**src/rtl/serial_add_arbiter.sv**
```systemverilog
// Round-robin sequencer sharing one bit-serial adder among N_REQ requesters.
// Latches the winner's operands, launches the adder and deserialises the LSB-first sum.
module serial_add_arbiter #(
    parameter int unsigned N_REQ   = 4,
    parameter int unsigned WIDTH   = 8,
    parameter int unsigned TIMEOUT = 32
) (
    input  logic                   clk_i,
    input  logic                   rst_i,
    input  logic [N_REQ-1:0]       req_i,
    input  logic [N_REQ*WIDTH-1:0] req_a_i,
    input  logic [N_REQ*WIDTH-1:0] req_b_i,
    output logic [N_REQ-1:0]       gnt_o,
    output logic [N_REQ-1:0]       rsp_valid_o,
    output logic [WIDTH-1:0]       rsp_sum_o,
    output logic                   rsp_carry_o,
    output logic                   rsp_err_o,
    output logic                   busy_o,
    output logic                   add_start_o,
    output logic [WIDTH-1:0]       add_a_o,
    output logic [WIDTH-1:0]       add_b_o,
    input  logic                   add_sum_bit_i,
    input  logic                   add_carry_i,
    input  logic                   add_done_i
);

    localparam int unsigned IdxW = (N_REQ > 1) ? $clog2(N_REQ) : 1;
    localparam int unsigned CntW = $clog2(TIMEOUT + 1);

    typedef enum logic [1:0] {StIdle, StLaunch, StRun, StResp} state_e;

    state_e            state_q, state_d;
    logic [IdxW-1:0]   ptr_q, ptr_d;
    logic [IdxW-1:0]   owner_q, owner_d;
    logic [CntW-1:0]   cnt_q, cnt_d;
    logic [WIDTH-1:0]  sum_q, sum_d;
    logic [WIDTH-1:0]  add_a_q, add_a_d;
    logic [WIDTH-1:0]  add_b_q, add_b_d;
    logic [N_REQ-1:0]  gnt_q, gnt_d;
    logic              start_q, start_d;
    logic [N_REQ-1:0]  rsp_valid_q, rsp_valid_d;
    logic [WIDTH-1:0]  rsp_sum_q, rsp_sum_d;
    logic              rsp_carry_q, rsp_carry_d;
    logic              rsp_err_q, rsp_err_d;
    logic              busy_q, busy_d;

    logic              win_found;
    logic [IdxW-1:0]   win_idx;
    logic [IdxW:0]     scan_idx;
    logic [IdxW:0]     ptr_next;
    logic              run_finish;
    logic              run_err;

    // First set request bit at or above ptr_q, wrapping around.
    always_comb begin
        win_found = 1'b0;
        win_idx   = '0;
        scan_idx  = '0;
        for (int k = 0; k < N_REQ; k++) begin
            scan_idx = {1'b0, ptr_q} + (IdxW + 1)'(k);
            if (scan_idx >= (IdxW + 1)'(N_REQ)) begin
                scan_idx = scan_idx - (IdxW + 1)'(N_REQ);
            end
            if (!win_found && req_i[scan_idx[IdxW-1:0]]) begin
                win_found = 1'b1;
                win_idx   = scan_idx[IdxW-1:0];
            end
        end
    end

    always_comb begin
        state_d     = state_q;
        ptr_d       = ptr_q;
        owner_d     = owner_q;
        cnt_d       = cnt_q;
        sum_d       = sum_q;
        add_a_d     = add_a_q;
        add_b_d     = add_b_q;
        gnt_d       = '0;
        start_d     = 1'b0;
        rsp_valid_d = '0;
        rsp_sum_d   = '0;
        rsp_carry_d = 1'b0;
        rsp_err_d   = 1'b0;
        run_finish  = 1'b0;
        run_err     = 1'b0;
        ptr_next    = {1'b0, owner_q} + (IdxW + 1)'(1);
        if (ptr_next >= (IdxW + 1)'(N_REQ)) begin
            ptr_next = ptr_next - (IdxW + 1)'(N_REQ);
        end

        unique case (state_q)
            StIdle: begin
                if (win_found) begin
                    owner_d        = win_idx;
                    add_a_d        = req_a_i[32'(win_idx) * WIDTH +: WIDTH];
                    add_b_d        = req_b_i[32'(win_idx) * WIDTH +: WIDTH];
                    gnt_d[win_idx] = 1'b1;
                    start_d        = 1'b1;
                    state_d        = StLaunch;
                end
            end
            StLaunch: begin
                cnt_d   = '0;
                state_d = StRun;
            end
            StRun: begin
                sum_d = {add_sum_bit_i, sum_q[WIDTH-1:1]};
                cnt_d = cnt_q + CntW'(1);
                if (add_done_i) begin
                    run_finish = 1'b1;
                    run_err    = ((32'(cnt_q) + 32'd1) != WIDTH);
                end else if (cnt_q == CntW'(TIMEOUT)) begin
                    run_finish = 1'b1;
                    run_err    = 1'b1;
                end
                if (run_finish) begin
                    rsp_valid_d[owner_q] = 1'b1;
                    rsp_err_d            = run_err;
                    rsp_sum_d            = run_err ? '0 : sum_d;
                    rsp_carry_d          = run_err ? 1'b0 : add_carry_i;
                    state_d              = StResp;
                end
            end
            StResp: begin
                ptr_d   = ptr_next[IdxW-1:0];
                state_d = StIdle;
            end
            default: state_d = StIdle;
        endcase

        busy_d = (state_d != StIdle);
    end

    always_ff @(posedge clk_i) begin
        if (rst_i) begin
            state_q     <= StIdle;
            ptr_q       <= '0;
            owner_q     <= '0;
            cnt_q       <= '0;
            sum_q       <= '0;
            add_a_q     <= '0;
            add_b_q     <= '0;
            gnt_q       <= '0;
            start_q     <= 1'b0;
            rsp_valid_q <= '0;
            rsp_sum_q   <= '0;
            rsp_carry_q <= 1'b0;
            rsp_err_q   <= 1'b0;
            busy_q      <= 1'b0;
        end else begin
            state_q     <= state_d;
            ptr_q       <= ptr_d;
            owner_q     <= owner_d;
            cnt_q       <= cnt_d;
            sum_q       <= sum_d;
            add_a_q     <= add_a_d;
            add_b_q     <= add_b_d;
            gnt_q       <= gnt_d;
            start_q     <= start_d;
            rsp_valid_q <= rsp_valid_d;
            rsp_sum_q   <= rsp_sum_d;
            rsp_carry_q <= rsp_carry_d;
            rsp_err_q   <= rsp_err_d;
            busy_q      <= busy_d;
        end
    end

    assign gnt_o       = gnt_q;
    assign add_start_o = start_q;
    assign add_a_o     = add_a_q;
    assign add_b_o     = add_b_q;
    assign rsp_valid_o = rsp_valid_q;
    assign rsp_sum_o   = rsp_sum_q;
    assign rsp_carry_o = rsp_carry_q;
    assign rsp_err_o   = rsp_err_q;
    assign busy_o      = busy_q;

endmodule

```
**config.mk**
```make
export PLATFORM = sky130hd
export DESIGN_NAME = serial_add_arbiter
export DESIGN_NICKNAME = d
export VERILOG_FILES = /design/src/rtl/serial_add_arbiter.sv
export SDC_FILE = /design/constraint.sdc
export NUM_CORES = 1
export LEC_CHECK = 0
export CORE_UTILIZATION = 43
export CTS_CLUSTER_DIAMETER = 120
export DETAILED_ROUTE_END_ITERATION = 10
export PLACE_DENSITY = 0.81
export RECOVER_POWER = 100
export SYNTH_ARGS = -nofsm -noshare
export SYNTH_HDL_FRONTEND = slang
export SYNTH_SLANG_ARGS = --single-unit
```
**constraint.sdc**
```tcl
create_clock -name clk_i -period 2.19 [get_ports clk_i]
set_input_delay 0.3285 -clock clk_i [delete_from_list [all_inputs] [get_ports clk_i]]
set_output_delay 0.3285 -clock clk_i [all_outputs]
set_load 0.01 [all_outputs]
```
==> run metrics, run 1 <==
synth warn=0; hold_ws=0.472 ns; Post CTS Setup Buffer Count=0; Setup TNS=0 ns; total power=3.23 mW; run status=complete, no violations; R2R Setup Slk=0.24 ns; period utilization=90.4%; drt first pass iters=4; fin util=66.7%; synthesized area per cell=9.17 um^2; Final Hold Fails=0; Layout Cells excl Fill=457; Die ar.=6350 um^2; I/O pins=109; mapped cell area=2600 um^2; placed cell count=449; Most used DFF post-synth=dfxtp_1; first-pass GRT wire length=10600 um; Synth Area in Adders=5.30%; ANT nets after route=0; Slew Limit Fails=0; synth unique cells=39; Die Wd=79.7 um; core area=5680 um^2; dominant cells by area after synthesis=dfxtp_1 (42%), a222oi_1 (6.2%), a21oi_1 (5.4%); Tmin final=1.98 ns; Crit Path Max Fanout=17; post-synthesis mux area share=3.90%; Die H=79.7 um; CP max-delay cell=dlygate4sd3_1; Starting Density=45.7%; f_max=505 MHz; share of the synthesized area in the top cell type=42.4%; Antenna Cells=0; Hold Crit Start=sum_q[1]$_SDFFE_PP0P_; worst vdd ir=497 uV; FFs w/ async S/R, synth=0%; std cell rows=27; CTS resizes=0; register bit count reported by yosys=55; worst-path cell chain=dlygate4sd3_1 > clkbuf_1 > nor2_1 > o221a_2 > a222oi_1 > a211oi_1; routed wl met3=528 um; Vias/cell=5.34; Clk Latency, worst-skew pair=0.31 ns; Num Clock Sinks=55; area delta synth->final=45.9%; vias=2442; most common cell after layout, fill and taps aside=clkdlybuf4s50_1; setup repair after global routing missed its margin=no; Critical Path RT=2.38 ns; largest family of logic cells by synthesized area=compound AO/OA/AOI/OAI gates; Setup violations, final=0; design area=3790 um^2; largest net degree at the start of global routing=19; WHS Path Cells=1; crit path capture type=register; Total Routing Usage GR=21.6%; worst-margin pin slew=0.757 ns; relative slew slack=49.6%; Synth Area in XOR/XNOR=0%; cell accounting for the most synthesized area=dfxtp_1; H-tree depth=2; post-route setup slack=0.209 ns; skew final=0.00504 ns; DPL Wire Length=5010 um; dpl cell area=3710 um^2; EDFF count, synth=0; post-synthesis simple-gate area fraction=18.2%; Startpoint Class=input port; clock buffer depth=2; Compound-Gate Fraction of Synth Area=22.6%; DR DRC count=0; Power Dens Cells=853 nW/um^2; Seq/Total Area, Yosys=42.4%; antenna violations before repair=0; CTS buffer count=5; leak pwr=1.52 nW; Max Cap Viol=0; routability cong.=0.842; worst slack, placed=-0.0363 ns; most frequent cells in the layout=clkdlybuf4s50_1 (71), dfxtp_1 (55), dlygate4sd3_1 (37); WS Path Type=input port to register; Critical Path AT=2.17 ns; Avg WL per Cell=14.2 um; CTS clk-pin slew, worst paths=0.10 ns; hold_buf cts=0; syn nets=367; HP Class=register to register; Nets=468; DR iter-0 viols=112; Post-Route WL=6500 um; top layer in use=met4; CTS tree=yes; WL met1=2530 um; reg2reg start=cnt_q[2]$_SDFFE_PP0P_; layout cells sized above 1=6.75%; vias in the first global route=2322; Port Buffers=108; Mapped Cells=283; worst r2r path cells=5; Hold Crit Endpoint=rsp_sum_o[0]$_SDFF_PP0_; gr ovfl total=0; Largest stage delay, worst path=0.70 ns; WL met2=3290 um; Reg2Reg Capture Point=rsp_sum_o[6]$_SDFF_PP0_; Root Buffer=clkbuf_8
-- routing by layer --
metal / up-vias / track usage [%]
li1: 1215 / -
met5: - / 0
met3: 12 / 6.40
met2: 100 / 40.0
met1: 1115 / 22.0
met4: 0 / 9.82
-- cell usage after synthesis, drive strengths merged (9+ instances only) --
cell	instances
nor2	36
and2	18
buf	19
a222oi	16
dfxtp	55
ha	11
mux2i	9
nand2	10
inv	10
a211oi	16
a21oi	28
-- cells by family (layout without fill, tap and decap cells) --
kind of cell	Yosys count	count (layout)
simple gates	90	90
compound gates	82	82
flops	55	55
buf+inv	35	137
fa+ha+maj	11	11
mux	10	10
-- critical path, delay by kind of cell --
family,cells,cell delay (ns)
AOI/OAI and AO/OA,3,0.90
buffers and inverters,2,0.87
and+or+nand+nor,1,0.06
-- sequential cells by signal (all words and copies together), names as in the netlist --
| register | count |
|---|---|
| add_a_o | 8 |
| add_b_o | 8 |
| add_start_o | 1 |
| busy_o | 1 |
| cnt_q | 6 |
| gnt_o | 4 |
| owner_q | 2 |
| ptr_q | 2 |
| rsp_carry_o | 1 |
| rsp_err_o | 1 |
| rsp_sum_o | 8 |
| rsp_valid_o | 4 |
| state_q | 2 |
| sum_q | 7 |
-- worst max path at each step --
stage | endpoint | startpoint | slack, ns | cells past startpoint
floorplan | add_a_o[0]$_SDFFE_PP0P_ | req_i[2] | 0.56 | 7
global placement | add_b_o[3]$_SDFFE_PP0P_ | req_i[0] | 0.05 | 6
detailed placement | add_a_o[7]$_SDFFE_PP0P_ | req_i[0] | -0.04 | 6
CTS | add_a_o[7]$_SDFFE_PP0P_ | req_i[0] | 0.31 | 6
global route | rsp_sum_o[3]$_SDFF_PP0_ | cnt_q[2]$_SDFFE_PP0P_ | 0.07 | 5
finish | add_a_o[7]$_SDFFE_PP0P_ | req_i[2] | 0.21 | 6
-- layout make-up --
cell class | count | area, um^2
Clock inverter | 3 | 23.8
Clock buffer | 5 | 68.8
Tap cell | 72 | 90.1
Timing Repair Buffer | 119 | 1180
Multi-Input combinational cell | 193 | 1280
Inverter | 10 | 37.5
Fill cell | 472 | 1890
Sequential cell | 55 | 1100
-- where the power goes --
| group | switching, mW | leakage [nW] | internal, mW |
|---|---|---|---|
| Combinational | 0.684 | 1.03 | 0.687 |
| Clock | 0.342 | 0.0461 | 0.231 |
| Sequential | 0.107 | 0.449 | 1.18 |
| Total | 1.13 | 1.52 | 2.10 |
No activity file was read; power rests on OpenSTA's default activity.
==> run 2: changes to the inputs <==
--- a/config.mk
+++ b/config.mk
@@ -5,10 +5,11 @@
 export SDC_FILE = /design/constraint.sdc
 export NUM_CORES = 1
 export LEC_CHECK = 0
-export CORE_UTILIZATION = 43
+export CORE_MARGIN = 8
+export CORE_UTILIZATION = 38
 export CTS_CLUSTER_DIAMETER = 120
 export DETAILED_ROUTE_END_ITERATION = 10
-export PLACE_DENSITY = 0.81
+export PLACE_DENSITY = 0.76
 export RECOVER_POWER = 100
 export SYNTH_ARGS = -nofsm -noshare
 export SYNTH_HDL_FRONTEND = slang
==> constraint.sdc (replaced) <==
create_clock -name clk_i -period 1.7 [get_ports clk_i]
set_input_delay 0.255 -clock clk_i [delete_from_list [all_inputs] [get_ports clk_i]]
set_output_delay 0.255 -clock clk_i [all_outputs]
set_load 0.01 [all_outputs]
==> run 2 against run 1 <==
Net effect:
- clock-buffer cell count did not move
- cell area rose by 9.5%
- core utilization fell by 5.0 points
- worst hold slack got worse by 0.013 ns
- final cell count rose by 7.2%
- flip-flop and latch count did not move
- register-to-register slack got worse by 0.20 ns
- sequential share of layout area fell by 2.1 points
- first-iteration DRC count rose by 2.7%
- non-clock buffer count rose by 21
- clock power rose by 33%
- power rose by 38%
- largest power group unchanged
==> run metrics, run 2 (synthesized netlist as in run 1, its figures left out) <==
Max Cap Viol=0 (unchanged); Crit Path Max Fanout=6 (-11); Startpoint Class=register; CTS clk-pin slew, worst paths=0.10 ns (about the same); Total Routing Usage GR=16.1% (-5.5 points); H-tree depth=2 (unchanged); WS Path Type=register to register; Reg area=1120 um^2 (+1.5%); layout cells sized above 1=18.0% (+11 points); f_max=604 MHz; Die H=98.7 um (+24%); Die ar.=9730 um^2 (+53%); worst-path cell chain=nor4b_4 > a21oi_2 > nor3b_4 > nor3b_4 > buf_2 > and2_1; Clk Latency, worst-skew pair=0.31 ns (about the same); Num Clock Sinks=55 (unchanged); worst slack, placed=-0.425 ns (-0.388 ns); largest net degree at the start of global routing=22 (+3); crit path from=cnt_q[2]$_SDFFE_PP0P_; Setup violations, final=0 (unchanged); worst-margin pin slew=0.489 ns (-0.268 ns); Antenna Cells=0 (unchanged); clock buffer depth=2 (unchanged); Port Buffers=108 (unchanged); Multi-input gate area=1440 um^2 (+12%); I/O pins=109 (unchanged); skew final=0.00875 ns (+0.00371 ns); Post-Route WL=8610 um (+33%); setup repair after global routing missed its margin=yes; dpl cell area=3830 um^2 (+3.2%); Slew Limit Fails=0 (unchanged); Die Wd=98.7 um (+24%); reg2reg start=cnt_q[2]$_SDFFE_PP0P_; period utilization=97.4%; design area=4150 um^2 (+9.5%); hold_ws=0.459 ns (-0.0129 ns); number of fill cells=597 (+26%); core area=6720 um^2 (+18%); most common cell after layout, fill and taps aside=clkdlybuf4s50_1; run status=complete, no violations; Starting Density=38.6% (-7.1 points); routability cong.=0.869 (+3.2%); Largest stage delay, worst path=0.38 ns (-0.32 ns); area delta synth->final=59.8%; post-route setup slack=0.0440 ns (-0.165 ns); Avg WL per Cell=17.6 um (+24%); gr ovfl total=0 (unchanged); Nets=493 (+5.3%); fin util=61.8% (-5.0 points); Final Hold Fails=0 (unchanged); leak pwr=1.65 nW (+8.0%); antenna violations before repair=0 (unchanged); crit path capture type=register; ANT nets after route=0 (unchanged); Hold Crit Start=sum_q[1]$_SDFFE_PP0P_; std cell rows=30 (+11%); drt first pass iters=6 (+2); Power Dens Cells=1080 nW/um^2 (+26%); DR iter-0 viols=115 (+2.7%); relative slew slack=67.4% (+18 points); CTS buffer count=5 (unchanged); Root Buffer=clkbuf_8; CP max-delay cell=dfxtp_4; Critical Path AT=1.91 ns (-0.26 ns); worst vdd ir=646 uV (+30%); vias=2641 (+8.1%); hold_buf cts=0 (unchanged); DPL Wire Length=5760 um (+15%); Tmin final=1.66 ns; Critical Path RT=1.95 ns (-0.43 ns); HP Class=register to register; most frequent cells in the layout=clkdlybuf4s50_1 (102), dfxtp_1 (48), nor2_1 (35); CTS tree=yes; total power=4.46 mW (+38%); vias in the first global route=2664 (+15%); Vias/cell=5.39 (+0.87%); most used cell, CP=nor3b_4; first-pass GRT wire length=12800 um (+21%); DR DRC count=0 (unchanged)
==> run 2: changes by cell type in the layout (fill, tap and decap cells not counted), sizes merged <==
cell	change
a32o	+2
dlygate4sd3	-35
clkdlybuf4s50	+31
o221a	+2
dlymetal6s2s	+1
clkbuf	+1
dlygate4sd2	+3
buf	+20
==> run 2: path summary, 6_finish.rpt <==
kind	slack (ns)	end	cells past startpoint
worst max-delay path	0.04	rsp_sum_o[6]$_SDFF_PP0_	6
worst min-delay path	0.46	rsp_sum_o[0]$_SDFF_PP0_	1
worst max register to register	0.04	rsp_sum_o[6]$_SDFF_PP0_	6
worst min register to register	0.46	rsp_sum_o[0]$_SDFF_PP0_	1
==> run 2: layer usage <==
| layer | track usage [%] | vias to the layer above | wire length [um] | share of wire [%] |
|---|---|---|---|---|
| met1 | 16.2 | 1228 | 3280 | 38 |
| met2 | 28.7 | 110 | 4390 | 51 |
| li1 | - | 1285 | - | - |
| met5 | 0 | - | 0 | 0 |
| met4 | 5.90 | 0 | 228 | 2.6 |
| met3 | 6.91 | 18 | 706 | 8.2 |
==> run 2: critical path, delay by kind of cell, from the launching register on <==
kind / cells / cell delay [ns]
flops: 1 / 0.38
buf+inv: 1 / 0.17
compound gates: 1 / 0.13
simple gates: 4 / 0.93
==> run 2: cell type report <==
class,count,share of cell area [%]
clock buffers,5,1.66
clock inverters,3,0.573
inverters,10,1.03
multi-input cells,197,34.8
flip-flops and latches,55,26.9
well taps,80,2.41
repair buffers,140,32.6
==> run 2: report_power, final <==
part | switching, mW | internal, mW | total (mW) | leakage [nW]
Combinational | 0.983 | 1.05 | 2.04 | 1.15
Clock | 0.464 | 0.299 | 0.763 | 0.0461
Sequential | 0.143 | 1.52 | 1.66 | 0.454
Total | 1.59 | 2.87 | 4.46 | 1.65
==> run 2: timing repair <==
| action | in CTS | in global routing |
|---|---|---|
| cloned | 1 | 4 |
| pin swaps | 5 | 13 |
| buffers inserted | 1 | 6 |
| endpoints found under the setup margin | 29 | 25 |
| resized for setup | 10 | 30 |
==> run 2: through the flow <==
step,cells,TNS [ns]
after floorplan,283,0
after global placement,470,-8.49
after detailed placement,470,-9.35
after CTS,480,0
after global routing,490,-0.450
final,490,0
==> run 3: changes to the inputs <==
--- a/config.mk
+++ b/config.mk
@@ -11,6 +11,7 @@
 export DETAILED_ROUTE_END_ITERATION = 10
 export PLACE_DENSITY = 0.76
 export RECOVER_POWER = 100
+export SKIP_LAST_GASP = 1
 export SYNTH_ARGS = -nofsm -noshare
 export SYNTH_HDL_FRONTEND = slang
 export SYNTH_SLANG_ARGS = --single-unit
==> results of run 3 <==
The final DEF is identical to that of run 2; final timing and power are the same.
